`src/rtl/alu_pkg.sv`:
```
// Shared definitions for the 8-bit ALU, its command sequencer and the top level:
// operand width, op encodings, sequencer FSM states and the queued command format.
package alu_pkg;

  localparam int DATA_W = 8;

  typedef enum logic [2:0] {
    OP_ADD = 3'b000,
    OP_SUB = 3'b001,
    OP_MUL = 3'b010,
    OP_DIV = 3'b011,
    OP_SHL = 3'b100,
    OP_SHR = 3'b101,
    OP_OR  = 3'b110,
    OP_AND = 3'b111
  } op_t;

  typedef enum logic [1:0] {
    IDLE  = 2'd0,
    ISSUE = 2'd1,
    HOLD  = 2'd2
  } state_t;

  // 20-bit queued command: {acc, op, b, a}
  typedef struct packed {
    logic              acc;
    op_t               op;
    logic [DATA_W-1:0] b;
    logic [DATA_W-1:0] a;
  } cmd_t;

endpackage

```
`src/rtl/alu_cmd_sequencer_if.sv`:
```
// Command (valid/ready) and response (valid/ready) channels of the ALU sequencer.
interface alu_cmd_sequencer_if;
  import alu_pkg::*;

  logic              cmd_valid;
  logic              cmd_ready;
  logic [DATA_W-1:0] cmd_a;
  logic [DATA_W-1:0] cmd_b;
  logic [2:0]        cmd_op;
  logic              cmd_acc;

  logic              rsp_valid;
  logic              rsp_ready;
  logic [DATA_W-1:0] rsp_data;
  logic              rsp_zero;
  logic              rsp_err;

  modport master (
    output cmd_valid, cmd_a, cmd_b, cmd_op, cmd_acc, rsp_ready,
    input  cmd_ready, rsp_valid, rsp_data, rsp_zero, rsp_err
  );

  modport slave (
    input  cmd_valid, cmd_a, cmd_b, cmd_op, cmd_acc, rsp_ready,
    output cmd_ready, rsp_valid, rsp_data, rsp_zero, rsp_err
  );

endinterface

```
`src/rtl/alu_cmd_fifo.sv`:
```
// Synchronous first-word-fall-through command FIFO; rdata shows the head entry
// whenever the FIFO is non-empty.
module alu_cmd_fifo
  import alu_pkg::*;
#(
  parameter int DEPTH = 4
) (
  input  logic                     clk,
  input  logic                     rst_n,
  input  logic                     push,
  input  cmd_t                     wdata,
  input  logic                     pop,
  output cmd_t                     rdata,
  output logic                     full,
  output logic                     empty,
  output logic [$clog2(DEPTH):0]   count
);

  localparam int AW = $clog2(DEPTH);

  cmd_t          mem [DEPTH];
  logic [AW-1:0] wr_ptr;
  logic [AW-1:0] rd_ptr;
  logic          push_ok;
  logic          pop_ok;

  assign full    = (count == (AW+1)'(DEPTH));
  assign empty   = (count == '0);
  assign push_ok = push && !full;
  assign pop_ok  = pop && !empty;
  assign rdata   = mem[rd_ptr];

  always_ff @(posedge clk or negedge rst_n) begin
    if (!rst_n) begin
      wr_ptr <= '0;
      rd_ptr <= '0;
      count  <= '0;
      for (int i = 0; i < DEPTH; i++) mem[i] <= '0;
    end else begin
      if (push_ok) begin
        mem[wr_ptr] <= wdata;
        wr_ptr      <= wr_ptr + 1'b1;
      end
      if (pop_ok) rd_ptr <= rd_ptr + 1'b1;
      // simultaneous push and pop leaves the occupancy unchanged
      case ({push_ok, pop_ok})
        2'b10:   count <= count + 1'b1;
        2'b01:   count <= count - 1'b1;
        default: count <= count;
      endcase
    end
  end

endmodule

```
`src/rtl/alu_cmd_sequencer.sv`:
```
// Queues ALU commands, drives the external combinational ALU from registers,
// captures its result one cycle later and returns it with zero/error flags.
module alu_cmd_sequencer
  import alu_pkg::*;
#(
  parameter int DEPTH = 4
) (
  input  logic                clk,
  input  logic                rst_n,
  alu_cmd_sequencer_if.slave  bus,
  output logic [DATA_W-1:0]   alu_a,
  output logic [DATA_W-1:0]   alu_b,
  output logic [2:0]          alu_sel,
  input  logic [DATA_W-1:0]   alu_y,
  output logic [DATA_W-1:0]   acc
);

  state_t                 state;
  state_t                 state_nxt;
  cmd_t                   push_cmd;
  cmd_t                   head_cmd;
  logic                   push;
  logic                   pop;
  logic                   capture;
  logic                   rsp_done;
  logic                   full;
  logic                   empty;
  logic [$clog2(DEPTH):0] queued_unused;

  assign push     = bus.cmd_valid && !full;
  assign push_cmd = '{acc: bus.cmd_acc, op: op_t'(bus.cmd_op), b: bus.cmd_b, a: bus.cmd_a};
  assign bus.cmd_ready = !full;

  alu_cmd_fifo #(.DEPTH(DEPTH)) u_fifo (
    .clk   (clk),
    .rst_n (rst_n),
    .push  (push),
    .wdata (push_cmd),
    .pop   (pop),
    .rdata (head_cmd),
    .full  (full),
    .empty (empty),
    .count (queued_unused)
  );

  always_ff @(posedge clk or negedge rst_n) begin
    if (!rst_n) state <= IDLE;
    else        state <= state_nxt;
  end

  always_comb begin
    state_nxt = state;
    unique case (state)
      IDLE:    if (!empty) state_nxt = ISSUE;
      ISSUE:   state_nxt = HOLD;
      HOLD:    if (bus.rsp_ready) state_nxt = empty ? IDLE : ISSUE;
      default: state_nxt = IDLE;
    endcase
  end

  always_comb begin
    pop      = 1'b0;
    capture  = 1'b0;
    rsp_done = 1'b0;
    unique case (state)
      IDLE:  pop = !empty;
      ISSUE: capture = 1'b1;
      HOLD: begin
        rsp_done = bus.rsp_ready;
        pop      = bus.rsp_ready && !empty;
      end
      default: ;
    endcase
  end

  // Pop stage: operands and select registered toward the ALU
  always_ff @(posedge clk or negedge rst_n) begin
    if (!rst_n) begin
      alu_a   <= '0;
      alu_b   <= '0;
      alu_sel <= '0;
    end else if (pop) begin
      alu_a   <= head_cmd.acc ? acc : head_cmd.a;
      alu_b   <= head_cmd.b;
      alu_sel <= head_cmd.op;
    end
  end

  // Capture stage: ALU result, flags and accumulator
  always_ff @(posedge clk or negedge rst_n) begin
    if (!rst_n) begin
      bus.rsp_valid <= 1'b0;
      bus.rsp_data  <= '0;
      bus.rsp_zero  <= 1'b0;
      bus.rsp_err   <= 1'b0;
      acc           <= '0;
    end else if (capture) begin
      bus.rsp_valid <= 1'b1;
      bus.rsp_data  <= alu_y;
      bus.rsp_zero  <= (alu_y == '0);
      bus.rsp_err   <= (alu_sel == OP_DIV) && (alu_b == '0);
      acc           <= alu_y;
    end else if (rsp_done) begin
      bus.rsp_valid <= 1'b0;
    end
  end

endmodule
```
`src/flat_wrapper.sv`:
```
// flat-port wrapper written by rule: the top's interface ports become plain ports
module alu_cmd_sequencer_flat import alu_pkg::*;
#(
  parameter int DEPTH = 4
)
  (clk, rst_n, alu_a, alu_b, alu_sel, alu_y, acc, bus_cmd_valid, bus_cmd_a, bus_cmd_b, bus_cmd_op, bus_cmd_acc, bus_rsp_ready, bus_cmd_ready, bus_rsp_valid, bus_rsp_data, bus_rsp_zero, bus_rsp_err);
  alu_cmd_sequencer_if bus_i ();
  input  logic clk;
  input  logic rst_n;
  output logic [DATA_W-1:0] alu_a;
  output logic [DATA_W-1:0] alu_b;
  output logic [2:0] alu_sel;
  input  logic [DATA_W-1:0] alu_y;
  output logic [DATA_W-1:0] acc;
  input wire logic [$bits(bus_i.cmd_valid)-1:0] bus_cmd_valid;
  input wire logic [$bits(bus_i.cmd_a)-1:0] bus_cmd_a;
  input wire logic [$bits(bus_i.cmd_b)-1:0] bus_cmd_b;
  input wire logic [$bits(bus_i.cmd_op)-1:0] bus_cmd_op;
  input wire logic [$bits(bus_i.cmd_acc)-1:0] bus_cmd_acc;
  input wire logic [$bits(bus_i.rsp_ready)-1:0] bus_rsp_ready;
  output wire logic [$bits(bus_i.cmd_ready)-1:0] bus_cmd_ready;
  output wire logic [$bits(bus_i.rsp_valid)-1:0] bus_rsp_valid;
  output wire logic [$bits(bus_i.rsp_data)-1:0] bus_rsp_data;
  output wire logic [$bits(bus_i.rsp_zero)-1:0] bus_rsp_zero;
  output wire logic [$bits(bus_i.rsp_err)-1:0] bus_rsp_err;
  assign bus_i.cmd_valid = bus_cmd_valid;
  assign bus_i.cmd_a = bus_cmd_a;
  assign bus_i.cmd_b = bus_cmd_b;
  assign bus_i.cmd_op = bus_cmd_op;
  assign bus_i.cmd_acc = bus_cmd_acc;
  assign bus_i.rsp_ready = bus_rsp_ready;
  assign bus_cmd_ready = bus_i.cmd_ready;
  assign bus_rsp_valid = bus_i.rsp_valid;
  assign bus_rsp_data = bus_i.rsp_data;
  assign bus_rsp_zero = bus_i.rsp_zero;
  assign bus_rsp_err = bus_i.rsp_err;
  alu_cmd_sequencer #(.DEPTH(DEPTH)) u_core (.clk(clk), .rst_n(rst_n), .bus(bus_i), .alu_a(alu_a), .alu_b(alu_b), .alu_sel(alu_sel), .alu_y(alu_y), .acc(acc));
endmodule
```
`config.mk`:
```
export PLATFORM = sky130hd
export DESIGN_NAME = alu_cmd_sequencer_flat
export DESIGN_NICKNAME = d
export VERILOG_FILES = /design/src/rtl/alu_pkg.sv /design/src/rtl/alu_cmd_sequencer_if.sv /design/src/rtl/alu_cmd_fifo.sv /design/src/rtl/alu_cmd_sequencer.sv /design/src/flat_wrapper.sv
export SDC_FILE = /design/constraint.sdc
export NUM_CORES = 1
export LEC_CHECK = 0
export CAP_MARGIN = 20
export CORE_MARGIN = 10
export CORE_UTILIZATION = 59
export DETAILED_ROUTE_END_ITERATION = 8
export MAX_ROUTING_LAYER = met4
export PLACE_DENSITY = 0.85
export SYNTH_ARGS = -nofsm -noshare
export SYNTH_HDL_FRONTEND = slang
export SYNTH_SLANG_ARGS = --single-unit
```
`constraint.sdc`:
```
create_clock -name clk -period 6.75 [get_ports clk]
set_input_delay 1.35 -clock clk [delete_from_list [all_inputs] [get_ports clk]]
set_output_delay 1.35 -clock clk [all_outputs]
set_load 0.02 [all_outputs]
```
==> results of run 1 <==
## critical path, stage by stage (launching register included)
cell             delay (ns)
dfrtp_1                0.42
or3b_2                 0.56
clkdlybuf4s50_1        0.58
## state kept, by name, indices dropped and copies added, names as in the netlist
name,count
u_core.u_fifo.mem,80
u_core.bus.rsp_valid,1
u_core.state,2
u_core.alu_sel,3
u_core.alu_b,8
u_core.bus.rsp_zero,1
u_core.u_fifo.count,3
u_core.u_fifo.wr_ptr,2
u_core.bus.rsp_data,8
u_core.bus.rsp_err,1
u_core.alu_a,8
u_core.u_fifo.rd_ptr,2
## area by class of cell
type,instances,area (µm²),area share
flip-flops and latches,119,2978,0.4451
multi-input cells,195,2147,0.3209
repair buffers,77,758.2,0.1133
clock buffers,19,421.7,0.06303
clock inverters,13,227.7,0.03404
well taps,108,135.1,0.02020
inverters,6,22.52,0.003366
## logic make-up (layout without fill, tap and decap cells)
group	Yosys count	count (layout)	share of synthesized area
compound gates	4	4	0.003764
flops	119	119	0.5599
buf+inv	32	115	0.03740
fa+ha+maj	6	6	0.01553
xor+xnor	6	6	0.009880
simple gates	50	50	0.04352
mux	129	129	0.3300
## synthesized netlist by cell type, drive strengths merged
master  number  area share
xnor2        2      0.0033
buf         22       0.030
nor2b        2      0.0024
nor2         2      0.0014
xor2         4      0.0066
or3b         1      0.0016
clkbuf       4      0.0028
nor4b        1      0.0016
o21ai        2      0.0019
ha           5       0.012
or4          1      0.0014
mux2i        1      0.0019
mux2       108        0.24
nand2b       2      0.0024
mux4        20       0.088
nor4         3      0.0035
nand3        5      0.0047
a21oi        2      0.0019
dfrtp      119        0.56
nor3         3      0.0028
inv          6      0.0042
nand2       29       0.020
fa           1      0.0038
nand4        1      0.0012
## metal layers
layer,GRT usage,wire length (µm),up-vias
met4,0.05116,78,0
li1,-,-,1380
met3,0.04427,555,9
met5,-,0,-
met2,0.3048,6091,80
met1,0.2270,4895,1676
## report_power, final
part | internal [µW] | switching, µW | total [µW]
Combinational | 959 | 662 | 1620
Clock | 673 | 318 | 991
Sequential | 1090 | 273 | 1360
Total | 2720 | 1250 | 3970
## path summary, 6_finish.rpt
kind	end	slack, ns
worst max-delay path	bus_cmd_ready	3.33
worst min-delay path	u_core.bus.rsp_err$_DFFE_PN0P_	0.49
worst max register to register	u_core.alu_a[6]$_DFFE_PN0N_	4.23
worst min register to register	u_core.bus.rsp_err$_DFFE_PN0P_	0.49
max in group asynchronous	u_core.u_fifo.count[1]$_DFFE_PN0P_	4.62
min in group asynchronous	u_core.u_fifo.mem[22]$_DFFE_PN0P_	0.93
## metrics by stage
step           total power [µW]    util  worst slack (ns)  hold slack, ns  instances
2_1_floorplan              2489       -             3.757          0.4570        346
3_3_place_gp               2866  0.6876             3.379          0.4578        504
3_5_place_dp               2958  0.6876             3.316          0.4663        504
4_1_cts                    3991  0.7617             3.317          0.5007        536
5_1_grt                    4171  0.7634             3.280          0.5114        537
6_report                   3970  0.7634             3.333          0.4928        537
==> out/results.ini, run 1 <==
[run_status]
status = finished clean

[floorplanning]
num_io_pins = 71
die_y_um = 114.9
initial_core_util = 0.6069
die_w_um = 114.9
num_rows = 34
core_area_um2 = 8763
die_area_um2 = 13210

[clocking]
cts_tree = done
clk_path_buf_depth = 2
cts_hold_buf = 0
cts_resized = 0
clk_pin_slew_ns = 0.06
cts_buffers = 17
root_buffer = clkbuf_8
clock_latency_ns = 0.51
clock_sinks = 119
cts_max_level = 4
cts_setup_buffers = 0

[hold_path]
hp-class = flip-flop to flip-flop
hold_depth = 2
holdCritStartpoint = u_core.bus.rsp_err$_DFFE_PN0P_

[layout]
final_cell_mix = dfrtp_1 (119), mux2_2 (92), clkdlybuf4s50_1 (69)
final_common_cell = dfrtp_1
area_growth_pct = 25.78
fin_area_um2 = 6690
drive_gt1_frac = 0.3800
layout.nets = 454
n_antenna_cell = 0
fillers = 511

[global_route]
overflow = 0
grt_usage = 0.1864
grt_pass1_wl_um = 18730
grt_pass1_vias = 3516
grt_start_max_net_pins = 66
antenna_found_initial = 0

[detailed_routing]
drt-total-wl_um = 11620
dr.first_iter.drc_count = 131
drc_errors = 0
drtAntennaViolNets = 0
firstDrtPassIters = 4
vias = 3145
viasPerCell = 5.857
wl_per_cell_um = 21.64

[placed_design]
port_buffers = 70
place_hpwl_um = 7350
placed_cell_area_um2 = 6026
place_congestion = 0.7425

[worst_setup_path]
critPathLaunchType = flip-flop
endpoint_kind = output port
rr_startpoint = u_core.u_fifo.rd_ptr[0]$_DFFE_PN0P_
worstPathRequired_ns = 5.40
path_class = flip-flop to output port
reg2reg_depth = 4
cp_max_fo = 6
worstPathArrival_ns = 2.07
startpoint = u_core.u_fifo.count[0]$_DFFE_PN0P_

[logic_synthesis]
avgSynthCellArea_um2 = 15.37
synthCells = 346
netlist_area_um2 = 5319
yosysWarnings = 0
synth_cell_types = 28
synth-seq-area-share = 0.5599
ys_seq_elements = 119
synth_nets = 384

[timing]
slew_headroom = 0.2932
clock_skew_ns = 0.008755
hold_viol = 0
rsz0062_at_grt = false
tightest_slew_ns = 1.060
slew_viol_final = 0
setup_tns_ns = 0
fmax_mhz = 292.7
finalSetupViolCount = 0
finalCritPeriodShare = 0.5062
fin_crit_ns = 3.417

[power_and_ir_drop]
p_leak_uw = 0.002936
cellPowerDensity_nw_per_um2 = 593.4
ir_worst_vdd_mv = 0.3352

[job]
maxCapViolations = 0

Power figures use the tool's default switching activity.
==> inputs of run 2 (changes only) <==
CORE_UTILIZATION = 55   (was 59)
PLACE_DENSITY = 0.8   (was 0.85)
clock period = 3.6 ns   (was 6.75 ns; I/O delays follow)
==> out/results.ini, run 2 (synthesis results as in run 1) <==
[run_status]
status = finished clean

[placed_design]
place_hpwl_um = 7475
placed_cell_area_um2 = 6087
place_inst = 528
place_congestion = 0.7704
port_buffers = 70

[detailed_routing]
viasPerCell = 5.541
vias = 3103
dr.first_iter.drc_count = 141
drc_errors = 0
firstDrtPassIters = 4
wl_per_cell_um = 19.87
drt-total-wl_um = 11130
drtAntennaViolNets = 0

[global_route]
antenna_found_initial = 0
overflow = 0
grt_start_max_net_pins = 83
grt_pass1_wl_um = 18460
grt_pass1_vias = 3425
grt_usage = 0.1691

[layout]
largest_register_ffs = 80
fin_area_um2 = 6683
area_growth_pct = 25.64
drive_gt1_frac = 0.3852
fin_cells = 560
largest-register = u_core.u_fifo.mem
final_common_cell = dfrtp_1
layout.nets = 456
n_antenna_cell = 0
final_cell_mix = dfrtp_1 (119), mux2_2 (92), clkdlybuf4s50_1 (69)

[clocking]
cts_setup_buffers = 0
cts_tree = done
clock_sinks = 119
cts_buffers = 17
cts_max_level = 4
root_buffer = clkbuf_8
cts_resized = 0
clk_path_buf_depth = 2
clock_latency_ns = 0.51
cts_hold_buf = 0
clk_pin_slew_ns = 0.06

[timing]
finalSetupViolCount = 0
setup_tns_ns = 0
finalCritPeriodShare = 0.7748
fin_hold_ws_ns = 0.1758
slew_viol_final = 0
tightest_slew_ns = 0.8159
fmax_mhz = 358.5
rsz0062_at_grt = false
clock_skew_ns = 0.006270
slew_headroom = 0.4545
fin_crit_ns = 2.789
hold_viol = 0

[job]
maxCapViolations = 0

[worst_setup_path]
worstPathArrival_ns = 2.07
path_class = flip-flop to output port
worstPathRequired_ns = 2.88
endpoint_kind = output port
critPathLaunchType = flip-flop
cp_max_fo = 6

[floorplanning]
die_w_um = 118.3
num_rows = 35
initial_core_util = 0.5702
core_area_um2 = 9328
die_y_um = 118.3
die_area_um2 = 14000
num_io_pins = 71

[power_and_ir_drop]
cellPowerDensity_nw_per_um2 = 1081
finalPower_uw = 7226
ir_worst_vdd_mv = 0.5241
p_leak_uw = 0.002922

[hold_path]
hp-class = input port to async pin

run 2: cell types whose count changed in the layout (fill, tap and decap cells not counted):
cell / change
buf_12: +1
buf_4: +2
buf_8: -1
bufinv_16: -3
clkbuf_1: -1
clkbuf_8: +2
clkinv_2: +1
clkinv_4: -1
clkinvlp_4: +1
inv_6: +1
run 2: worst max-delay path, cell delays in order (launching register included):
cell and delay, ns:
dfrtp_1 0.41, or3b_2 0.57, clkdlybuf4s50_1 0.58
run 2: per-stage QoR:
stage | worst slack [ns] | util
CTS | 0.7949 | 0.7164
detailed placement | 0.8882 | 0.6526
finish | 0.8107 | 0.7164
global placement | 0.9448 | 0.6526
floorplan | 1.237 | -
global route | 0.7571 | 0.7164
run 2: final timing paths:
path	start	slack, ns	depth (start not counted)	end
max	u_core.u_fifo.count[0]$_DFFE_PN0P_	0.81	2	bus_cmd_ready
min	rst_n	0.18	1	u_core.bus.rsp_data[1]$_DFFE_PN0P_
max reg2reg	u_core.u_fifo.count[0]$_DFFE_PN0P_	1.21	8	u_core.u_fifo.count[2]$_DFFE_PN0P_
min reg2reg	u_core.bus.rsp_err$_DFFE_PN0P_	0.47	2	u_core.bus.rsp_err$_DFFE_PN0P_
max in group asynchronous	rst_n	2.61	2	u_core.u_fifo.mem[27]$_DFFE_PN0P_
min in group clk	u_core.bus.rsp_err$_DFFE_PN0P_	0.47	2	u_core.bus.rsp_err$_DFFE_PN0P_
run 2: cell type report:
cell class	instances	area [µm²]
clock inverters	12	150.1
multi-input cells	195	2147
well taps	129	161.4
flip-flops and latches	119	2978
repair buffers	79	778.2
fillers	612	2645
inverters	6	22.52
clock buffers	20	445.4
run 2: power breakdown:
part           total (µW)  switching, µW  internal (µW)
Combinational        3040           1230           1810
Sequential           2520            479           2040
Clock                1680            588           1090
run 2: routing by layer:
layer / track usage / share of wire / vias up
met5: - / 0 / -
met4: 0.05951 / 0.014 / 0
met3: 0.04236 / 0.039 / 17
met2: 0.2729 / 0.50 / 83
met1: 0.2021 / 0.45 / 1615
li1: - / - / 1388
